===== config.mk =====
export PLATFORM = sky130hd
export DESIGN_NAME = bus_cycle_unit
export DESIGN_NICKNAME = d
export VERILOG_FILES = /design/src/rtl/bus_pkg.sv /design/src/rtl/bus_wait_ctl.sv /design/src/rtl/bus_cycle_unit.sv
export SDC_FILE = /design/constraint.sdc
export NUM_CORES = 1
export LEC_CHECK = 0
export ABC_AREA = 1
export CELL_PAD_IN_SITES_DETAIL_PLACEMENT = 0
export CELL_PAD_IN_SITES_GLOBAL_PLACEMENT = 1
export CORE_UTILIZATION = 25
export CTS_CLUSTER_DIAMETER = 150
export CTS_CLUSTER_SIZE = 10
export DETAILED_ROUTE_END_ITERATION = 7
export PLACE_DENSITY_LB_ADDON = 0.08
export SETUP_SLACK_MARGIN = 0.4
export SYNTH_ARGS = -nofsm -noshare
export SYNTH_HDL_FRONTEND = slang
export SYNTH_HIERARCHICAL = 1
export SYNTH_SLANG_ARGS = --single-unit

===== constraint.sdc =====
create_clock -name phi1 -period 1.95 [get_ports phi1]
set_clock_uncertainty 0.05 [all_clocks]
set_input_delay 0.39 -clock phi1 [delete_from_list [all_inputs] [get_ports phi1]]
set_output_delay 0.39 -clock phi1 [all_outputs]
set_load 0.01 [all_outputs]

===== src/rtl/bus_pkg.sv =====
// Shared types for the bus cycle sequencer: cycle kinds, T-states, status encoding.
// Latency: n/a (types and pure functions only).
// Backpressure: n/a.
package bus_pkg;

    typedef enum logic [2:0] {
        CYC_OF   = 3'd0,
        CYC_MR   = 3'd1,
        CYC_MW   = 3'd2,
        CYC_IOR  = 3'd3,
        CYC_IOW  = 3'd4,
        CYC_INTA = 3'd5,
        CYC_HALT = 3'd6,
        CYC_RSVD = 3'd7
    } cycle_t;

    typedef enum logic [2:0] {
        ST_IDLE  = 3'd0,
        ST_T1    = 3'd1,
        ST_T2    = 3'd2,
        ST_TW    = 3'd3,
        ST_T3    = 3'd4,
        ST_T4    = 3'd5,
        ST_THOLD = 3'd6,
        ST_THALT = 3'd7
    } tstate_t;

    typedef struct packed {
        logic s1;
        logic s0;
        logic iomn;
    } status_t;

    // S1/S0/IO-M encoding presented on the bus for each cycle kind.
    function automatic status_t cycle_status(cycle_t c);
        status_t st;
        case (c)
            CYC_OF:   st = '{s1: 1'b1, s0: 1'b1, iomn: 1'b0};
            CYC_MR:   st = '{s1: 1'b1, s0: 1'b0, iomn: 1'b0};
            CYC_MW:   st = '{s1: 1'b0, s0: 1'b1, iomn: 1'b0};
            CYC_IOR:  st = '{s1: 1'b1, s0: 1'b0, iomn: 1'b1};
            CYC_IOW:  st = '{s1: 1'b0, s0: 1'b1, iomn: 1'b1};
            CYC_INTA: st = '{s1: 1'b1, s0: 1'b1, iomn: 1'b1};
            default:  st = '{s1: 1'b0, s0: 1'b0, iomn: 1'b0};
        endcase
        return st;
    endfunction

    // Cycles whose T2..T3 assert RDn (INTA uses RDn as its strobe).
    function automatic logic uses_rd(cycle_t c);
        return (c == CYC_OF) || (c == CYC_MR) || (c == CYC_IOR) || (c == CYC_INTA);
    endfunction

    // Cycles that drive write data and assert WRn.
    function automatic logic is_write(cycle_t c);
        return (c == CYC_MW) || (c == CYC_IOW);
    endfunction

endpackage


===== src/rtl/bus_wait_ctl.sv =====
// Wait-state qualifier: forces MIN_WAIT TW states, then waits for READY.
// Latency: go_t3_o is combinational from the counter and ready_i.
// Backpressure: holds go_t3_o low while the counter is non-zero or READY is low.
module bus_wait_ctl #(
    parameter int MIN_WAIT = 0
) (
    input  logic clk,
    input  logic rst_n,
    input  logic load_i,
    input  logic run_i,
    input  logic ready_i,
    output logic go_t3_o
);

    localparam logic [2:0] WAIT_INIT = 3'(MIN_WAIT);

    logic [2:0] cnt_q, cnt_d;

    // Preload during T1; count down once per edge spent leaving T2 or TW.
    always_comb begin
        cnt_d = cnt_q;
        if (load_i) begin
            cnt_d = WAIT_INIT;
        end else if (run_i && (cnt_q != 3'd0)) begin
            cnt_d = cnt_q - 3'd1;
        end
    end

    // Counter register.
    always_ff @(posedge clk or negedge rst_n) begin
        if (!rst_n) begin
            cnt_q <= 3'd0;
        end else begin
            cnt_q <= cnt_d;
        end
    end

    assign go_t3_o = (cnt_q == 3'd0) && ready_i;

endmodule


===== src/rtl/bus_cycle_unit.sv =====
// 8085-style machine-cycle sequencer: T1/T2/[TW]/T3/[T4], HOLD and HALT handling.
// Latency: T1 on the edge that accepts req; done pulses the cycle after T3.
// Backpressure: bus_ready is low inside a cycle and whenever HOLD is requested.
module bus_cycle_unit
    import bus_pkg::*;
#(
    parameter int ADDR_W   = 16,
    parameter int DATA_W   = 8,
    parameter int MIN_WAIT = 0
) (
    input  logic              phi1,
    input  logic              resetn_in,
    input  logic              req,
    input  logic [2:0]        cyc_type,
    input  logic [ADDR_W-1:0] addr,
    input  logic [DATA_W-1:0] wdata,
    output logic              bus_ready,
    output logic              done,
    output logic [DATA_W-1:0] rd_data,
    input  logic              ready_in,
    input  logic              hold_in,
    output logic              hlda,
    output logic [7:0]        haddress,
    output logic [7:0]        ad_out,
    output logic              ad_oe,
    input  logic [7:0]        ad_in,
    output logic              ctl_oe,
    output logic              ALE,
    output logic              S0,
    output logic              S1,
    output logic              IOMn,
    output logic              RDn,
    output logic              WRn,
    output logic [2:0]        tstate
);

    tstate_t           state_q, state_d;
    cycle_t            typ_q, typ_d;
    logic [DATA_W-1:0] wdata_q, wdata_d;
    status_t           status_q, status_d;
    logic              ale_q, ale_d, rdn_q, rdn_d, wrn_q, wrn_d;
    logic              ad_oe_q, ad_oe_d, ctl_oe_q, ctl_oe_d, hlda_q, hlda_d;
    logic              done_q, done_d;
    logic [DATA_W-1:0] rd_data_q, rd_data_d;
    logic [7:0]        haddr_q, haddr_d, ad_out_q, ad_out_d;
    logic              accept, go_t3, in_strobe;

    // The only point where a new cycle may start; HOLD blocks acceptance.
    assign bus_ready = !hold_in &&
                       ((state_q == ST_IDLE) || (state_q == ST_THALT) || (state_q == ST_T4) ||
                        ((state_q == ST_T3) && (typ_q != CYC_OF)));
    assign accept    = req && bus_ready;

    bus_wait_ctl #(.MIN_WAIT(MIN_WAIT)) u_wait (
        .clk     (phi1),
        .rst_n   (resetn_in),
        .load_i  (state_q == ST_T1),
        .run_i   ((state_q == ST_T2) || (state_q == ST_TW)),
        .ready_i (ready_in),
        .go_t3_o (go_t3)
    );

    // Next-state logic; after a cycle's last T-state: new request, then HOLD, then idle.
    always_comb begin
        state_d = state_q;
        case (state_q)
            ST_IDLE, ST_THALT: begin
                if (accept)       state_d = ST_T1;
                else if (hold_in) state_d = ST_THOLD;
            end
            ST_T1:    state_d = (typ_q == CYC_HALT) ? ST_THALT : ST_T2;
            ST_T2,
            ST_TW:    state_d = go_t3 ? ST_T3 : ST_TW;
            ST_T3,
            ST_T4: begin
                if ((state_q == ST_T3) && (typ_q == CYC_OF)) state_d = ST_T4;
                else if (accept)                             state_d = ST_T1;
                else if (hold_in)                            state_d = ST_THOLD;
                else                                         state_d = ST_IDLE;
            end
            ST_THOLD: state_d = hold_in ? ST_THOLD : ST_IDLE;
            default:  state_d = ST_IDLE;
        endcase
    end

    // Registered pad values are derived from the state being entered at this edge.
    always_comb begin
        typ_d     = accept ? cycle_t'(cyc_type) : typ_q;
        wdata_d   = accept ? wdata : wdata_q;
        status_d  = accept ? cycle_status(cycle_t'(cyc_type)) : status_q;
        in_strobe = (state_d == ST_T2) || (state_d == ST_TW) || (state_d == ST_T3);
        ale_d     = (state_d == ST_T1);
        rdn_d     = !(in_strobe && uses_rd(typ_d));
        wrn_d     = !(in_strobe && is_write(typ_d));
        ad_oe_d   = (state_d == ST_T1) || (in_strobe && is_write(typ_d));
        ctl_oe_d  = (state_d != ST_THOLD);
        hlda_d    = (state_d == ST_THOLD);
        haddr_d   = haddr_q;
        ad_out_d  = ad_out_q;
        if (state_d == ST_T1) begin
            haddr_d  = addr[ADDR_W-1 -: 8];
            ad_out_d = addr[7:0];
        end else if ((state_d == ST_T2) && is_write(typ_d)) begin
            ad_out_d = wdata_d[7:0];
        end
        // T3 always ends the data phase of a non-HALT cycle, so that edge captures and reports.
        done_d    = (state_q == ST_T3);
        rd_data_d = rd_data_q;
        if ((state_q == ST_T3) && uses_rd(typ_q)) begin
            rd_data_d = DATA_W'(ad_in);
        end
    end

    // State and output registers; reset aborts any cycle in flight.
    always_ff @(posedge phi1 or negedge resetn_in) begin
        if (!resetn_in) begin
            state_q   <= ST_IDLE;
            typ_q     <= CYC_OF;
            wdata_q   <= '0;
            status_q  <= '0;
            ale_q     <= 1'b0;
            rdn_q     <= 1'b1;
            wrn_q     <= 1'b1;
            ad_oe_q   <= 1'b0;
            ctl_oe_q  <= 1'b1;
            hlda_q    <= 1'b0;
            done_q    <= 1'b0;
            rd_data_q <= '0;
            haddr_q   <= '0;
            ad_out_q  <= '0;
        end else begin
            state_q   <= state_d;
            typ_q     <= typ_d;
            wdata_q   <= wdata_d;
            status_q  <= status_d;
            ale_q     <= ale_d;
            rdn_q     <= rdn_d;
            wrn_q     <= wrn_d;
            ad_oe_q   <= ad_oe_d;
            ctl_oe_q  <= ctl_oe_d;
            hlda_q    <= hlda_d;
            done_q    <= done_d;
            rd_data_q <= rd_data_d;
            haddr_q   <= haddr_d;
            ad_out_q  <= ad_out_d;
        end
    end

    assign tstate   = state_q;
    assign done     = done_q;
    assign rd_data  = rd_data_q;
    assign hlda     = hlda_q;
    assign haddress = haddr_q;
    assign ad_out   = ad_out_q;
    assign ad_oe    = ad_oe_q;
    assign ctl_oe   = ctl_oe_q;
    assign ALE      = ale_q;
    assign S1       = status_q.s1;
    assign S0       = status_q.s0;
    assign IOMn     = status_q.iomn;
    assign RDn      = rdn_q;
    assign WRn      = wrn_q;

endmodule


======== Word-level counts from Yosys, hierarchy flattened ========
Cells that the tools add are included.
word-level totals
  flip-flop bits (word level) ............. 51
  logic and storage cells ................. 99
  input port bits ......................... 40
  output and inout port bits .............. 38
cells by class
  equality and inequality tests ........... 27
  add/sub/neg operators ................... 1
  reduce and logical (&&, ||, !) cells .... 39
  multiplexer cells ....................... 15
operator list
  operator                                                               count
  3-bit equality test, second input constant                             12
  3-bit two-way mux                                                      10
  3-bit by 2-bit equality test with 1-bit output, second input constant  9
  8-bit two-way mux                                                      3
  3-bit case mux with 6 select lines                                     1
  3-bit by 1-bit equality test with 1-bit output, second input constant  5
  3-bit zero test                                                        5
  3-bit case mux with 5 select lines                                     1
  1-bit logical OR                                                       14
  1-bit logical AND                                                      10
  3-bit nonzero test                                                     2
  2-bit OR reduction                                                     3
  2-bit nonzero test                                                     2
  1-bit zero test                                                        3
  3-bit != test, second input constant                                   1
  3-bit by 1-bit subtractor with 3-bit output, second input constant     1

======== Depth between registers and ports, before layout ========
  depth after elaboration ................. 14
  mapped depth ............................ 15
  depth with buffers taken out ............ 15

======== Hierarchy ========
The synthesis kept the hierarchy.
by module, submodules not included
  module          seq. area each (µm²)  cells each  instances  area each (µm²)
  bus_cycle_unit  1204.9                256         1          2200.9
  bus_wait_ctl    75.1                  27          1          192.7

======== Worst setup path after synthesis ========
No wires, ideal clock.
  path type ............................... register -> register
  start point ............................. register state_q[0] (netlist: tstate[0])
  end point ............................... register ad_out_q[3] (netlist: ad_out[3])
  period minus slack after synthesis ...... 1.819 ns
  cell stages (with the launch flop) ...... 14
  required time ........................... 1.783 ns
  data arrival time ....................... 1.652 ns
  path buffers ............................ 1
  setup slack ............................. 0.131 ns
  library setup time ...................... 0.117 ns
  cells stage by stage .................... dfrtp_1 > inv_1 > nand2_1 > a21oi_4 > nand3_4 > buf_12 > o21ai_2 > nand2_2 > nand2_2 > inv_2 > nand2_4 > nand2_4 > nand2_1 > nand2_1
on the way
  word-level cells in the longest chain between the ends .. 12
  elaborated cells on any way between the ends .. 34
  classes of those cells .................. 11 x eq/ne; 9 x mux; 14 x reduce/logical
RTL lines
  element                                                        RTL line                                    source
  start: declaration                                             bus_cycle_unit.sv:37                        tstate_t state_q, state_d;
  start signal: assignment                                       bus_cycle_unit.sv:132                       state_q <= state_d;
  3-bit equality test / 3-bit zero test (equally long branches)  bus_cycle_unit.sv:50, bus_cycle_unit.sv:66
  1-bit logical OR (3 in a row)                                  bus_cycle_unit.sv:50                        ((state_q == ST_IDLE) || (state_q == ST_THALT) || (state_q == ST_T4) ||
  1-bit logical AND                                              bus_cycle_unit.sv:49                        assign bus_ready = !hold_in &&
  1-bit logical AND                                              bus_cycle_unit.sv:52                        assign accept = req && bus_ready;
  3-bit two-way mux                                              bus_cycle_unit.sv:77                        else if (accept) state_d = ST_T1;
  3-bit two-way mux                                              bus_cycle_unit.sv:76                        if ((state_q == ST_T3) && (typ_q == CYC_OF)) state_d = ST_T4;
  3-bit case mux with 5 select lines                             bus_cycle_unit.sv:66                        case (state_q)
  3-bit by 2-bit equality test with 1-bit output                 bus_cycle_unit.sv:103                       end else if ((state_d == ST_T2) && is_write(typ_d)) begin
  1-bit logical AND                                              bus_cycle_unit.sv:103
  2-bit nonzero test (no line)                                   n/a
  end signal: assignment                                         bus_cycle_unit.sv:145                       ad_out_q <= ad_out_d;
  end: declaration                                               bus_cycle_unit.sv:45                        logic [7:0] haddr_q, haddr_d, ad_out_q, ad_out_d;
Parallel ways exist; a longest one is shown, timed or not. The select of a mux whose other input is x is not followed.
A chain may end at the register's enable or synchronous reset.

======== Worst setup path in the final report ========
  start point ............................. register state_q[2] (netlist: tstate[2])
  end point ............................... register ad_out_q[6] (netlist: ad_out[6])
on the way
  word-level cells in the longest chain between the ends .. 12
  elaborated cells on any way between the ends .. 34
  classes of those cells .................. 11 x eq/ne; 9 x mux; 14 x reduce/logical
RTL lines
  element                                                        RTL line
  3-bit equality test / 3-bit zero test (equally long branches)  bus_cycle_unit.sv:50, bus_cycle_unit.sv:66
  1-bit logical OR (3 in a row)                                  bus_cycle_unit.sv:50
  1-bit logical AND                                              bus_cycle_unit.sv:49
  1-bit logical AND                                              bus_cycle_unit.sv:52
  3-bit two-way mux                                              bus_cycle_unit.sv:77
  3-bit two-way mux                                              bus_cycle_unit.sv:76
  3-bit case mux with 5 select lines *                           bus_cycle_unit.sv:66
  named net state_d[1]                                           bus_cycle_unit.sv:37
  3-bit by 2-bit equality test with 1-bit output                 bus_cycle_unit.sv:103
  1-bit logical AND                                              bus_cycle_unit.sv:103
  2-bit nonzero test (no line)                                   n/a
Mark *: on every way through the listed nets, which the timed path passes. The rest lies on a longest branch. The select of a mux whose other input is x is not followed.

==> results.tsv <==
stage	metric	value	unit
logic_synthesis	synth cell count leaders	126 x nand2_1, 48 x dfrtp_1, 26 x inv_1	
job	max-cap viol count	0	
cts	H-tree level count	2	
logic_synthesis	post-synth net total	325	
timing	period utilization	96.7	%
setup_path	CP endpoint kind	flip-flop	
finish	area grow syn2layout	70.9	%
logic_synthesis	Primary FF master, synth	dfrtp_1	
logic_synthesis	most common cell in the netlist	nand2_1	
floorplan	die extent in x	99.8	um
cts	Clock Sink Count	51	
route	vias per cell	4.09	
setup_path	Crit path largest cell delay	420	ps
finish	nets	447	
setup_path	crit-path cells	buf_4, buf_4, nand2_2, nor2_2, nor2_1, nor2_4, nand2_4, nand3_4, nor2_4, nand2_8, nand2_8, nand2_1, nand2_1	
setup_path	crit path kind	reg2reg	
setup_path	Critical Path RT	2140	ps
finish	n_diodes	0	
floorplan	row cnt	35	
route	Total Wirelength	6.35	mm
logic_synthesis	synth unique cells	26	
timing	FMAX	531	MHz
power_and_ir_drop	P_leak	2.12	nW
setup_path	slowest CP cell	dfrtp_1	
cts	clock buffer depth	2	
finish	fillers	950	
grt	first-pass GRT wire length	10.3	mm
grt	largest net degree at the start of global routing	28	
logic_synthesis	cell taking the most area after synthesis	dfrtp_1	
timing	Worst Max-Slew Pin Slew	452	ps
cts	worst skew pair latency	300	ps
setup_path	CP Launch Point	tstate[2]$_DFF_PN0_	
power_and_ir_drop	Max IR drop VDD	0.000443	V
placement	post-DP HPWL	4.34	mm
setup_path	WP data arrival	2070	ps
grt	vias in the first global route	2083	
setup_path	Reg2Reg Depth	13	
setup_path	critical path depth	13	
setup_path	CP bufs+invs	2	
setup_path	Worst Setup EP	ad_out[6]$_DFFE_PN0P_	
route	number of DRC markers in iteration 0	44	
floorplan	DIE HEIGHT	99.8	um
timing	Tmin final	1880	ps
logic_synthesis	syn_area_per_cell	8.46	um^2
route	DR vias	2190	
placement	# port buffers	77	
route	DRC viols	0	
grt	initial antenna violation count	0	
logic_synthesis	Async SR Flop Fraction	100	%
run_status	outcome	finished, final reports clean	
timing	Final setup viols	0	
logic_synthesis	leading post-synthesis cells by cell area	dfrtp_1 50%, nand2_1 20%, inv_1 4.1%, mux2_2 3.8%, nand3_1 3.3%	
route	Final ANT Viol Nets	0	
logic_synthesis	Syn Std Cell Area	0.00239	mm^2
cts	Root Buffer	clkbuf_8	
logic_synthesis	post-synth top area share	50.2	%
timing	slew margin rel.	69.8	%
logic_synthesis	Synth Register Bits	51	
logic_synthesis	register area share after synthesis	53.5	%
cts	CTS tree	done	
logic_synthesis	Post-Synthesis Cells	283	
setup_path	crit path max fanout	8	
power_and_ir_drop	PD cells	1490	mW/mm^2
cts	CTS Buf Count	5	
timing	slack of the critical path	65.1	ps
timing	worst hold margin	428	ps
min_path	hold crit path type	reg2reg	
logic_synthesis	Synthesis Warnings	6	
timing	setup repair after global routing missed its margin	yes	
grt	global router's overall resource usage	13.0	%
timing	final hold violation count	0	
floorplan	Die Footprint	0.00997	mm^2
cts	Worst-path clk slew	90	ps
setup_path	CP delay by family, top	simple AND/OR/NAND/NOR gates	
floorplan	core box area	0.00924	mm^2
setup_path	Reg-to-Reg Start	tstate[2]$_DFF_PN0_	
route	First-pass DRT Iterations	4	
floorplan	Starting Density	25.9	%
setup_path	Reg2Reg Setup Slack	70	ps
route	Avg WL per Cell	11.9	um
timing	Max Slew Vio Count	0	
setup_path	RR Endpoint	ad_out[6]$_DFFE_PN0P_	
placement	pre-CTS WS	-249	ps
finish	layout cells sized above 1	35.2	%
placement	Routability Congestion	0.748	
setup_path	startpoint types	flip-flop	
grt	GRT overflow	0	
floorplan	I/O pin count	78	
logic_synthesis	Post-synth EDFFs	0	
## tightest hold or removal path: stages (launching register included)
cell and delay, ps:
dfrtp_1 350, nand2_1 50, nand2_1 50
## how the worst min path moves through the flow
stage	from	end	slack, ps	depth (start not counted)
3_5_place_dp	resetn_in	typ_q[0]$_DFF_PN0_	320	1
6_report	haddress[2]$_DFFE_PN0P_	haddress[2]$_DFFE_PN0P_	430	2
2_1_floorplan	resetn_in	ALE$_DFF_PN0_	40	0
4_1_cts	wdata_q[0]$_DFF_PN0_	wdata_q[0]$_DFF_PN0_	440	2
5_1_grt	wdata_q[3]$_DFF_PN0_	wdata_q[3]$_DFF_PN0_	460	2
3_3_place_gp	resetn_in	typ_q[0]$_DFF_PN0_	330	1
## cell families (layout without fill, tap and decap cells)
family	Yosys count	in the layout	synth area share [%]
simple gates	177	179	32.5
flops	51	51	53.5
buf+inv	34	155	6.27
compound gates	11	11	2.93
mux	8	8	3.76
fa+ha+maj	2	2	1.05
## flip-flops by register name, summed over array words and instances (netlist names)
name,flops
S1,1
hlda,1
ALE,1
RDn,1
S0,1
ad_oe,1
haddress,8
wdata_q,8
u_wait/cnt_q,3
typ_q,3
rd_data,8
ad_out,8
done,1
tstate,3
WRn,1
ctl_oe,1
IOMn,1
## cell usage in the layout (no fill, tap or decap), types with 8 or more instances in the layout
cell type        Yosys  routed
dlygate4sd2_1        0      33
clkdlybuf4s50_1      0      38
nor2_1              14       8
nand2_1            126      89
buf_4                1      29
inv_1               26      19
mux2_4               0       8
nand3_1             16      13
dfrtp_1             48      46
nand2_2              6      31
nand2_4              2      13
## report_power, final
group	internal [mW]	leakage (nW)	switching [mW]
logic	1.73	1.44	1.91
clock network	0.325	0.0515	0.338
registers	1.55	0.628	0.243
total	3.60	2.12	2.49
## per-stage QoR
step	total power [mW]	setup TNS, ps	utilization [%]	area (um^2)	cells
after floorplan	3.37	0	-	2400	283
after global placement	4.81	-3480	38.0	3510	509
after detailed placement	4.80	-4020	38.0	3510	509
after CTS	5.56	0	40.4	3740	526
after global routing	6.63	-884	44.3	4090	535
final	6.09	0	44.3	4090	535
## what timing repair did
action / 4_1_cts / 5_1_grt
cloned: 2 / 2
endpoints found under the setup margin: 80 / 49
buffers inserted: 6 / 7
pin swaps: 10 / 20
hold buffers: 1 / 0
resized for setup: 68 / 82
endpoints found under the hold margin: 14 / 0
## routing by layer
layer | track usage [%] | vias to the layer above | share of wire (%)
met5 | 0 | - | 0
met4 | 3.39 | 0 | 1.0
met3 | 3.13 | 5 | 5.4
met2 | 21.5 | 45 | 49
met1 | 17.0 | 1017 | 45
li1 | - | 1123 | -
## area by class of cell
cell class / instances / area (um^2) / area share [%]
clock buffer: 8 / 100 / 2.45
sequential: 51 / 1280 / 31.4
timing repair buffer: 119 / 1140 / 27.9
inverter: 28 / 111 / 2.72
multi-input combinational: 200 / 1290 / 31.6
tap: 129 / 161 / 3.95
(Power assumes the default switching activity.)
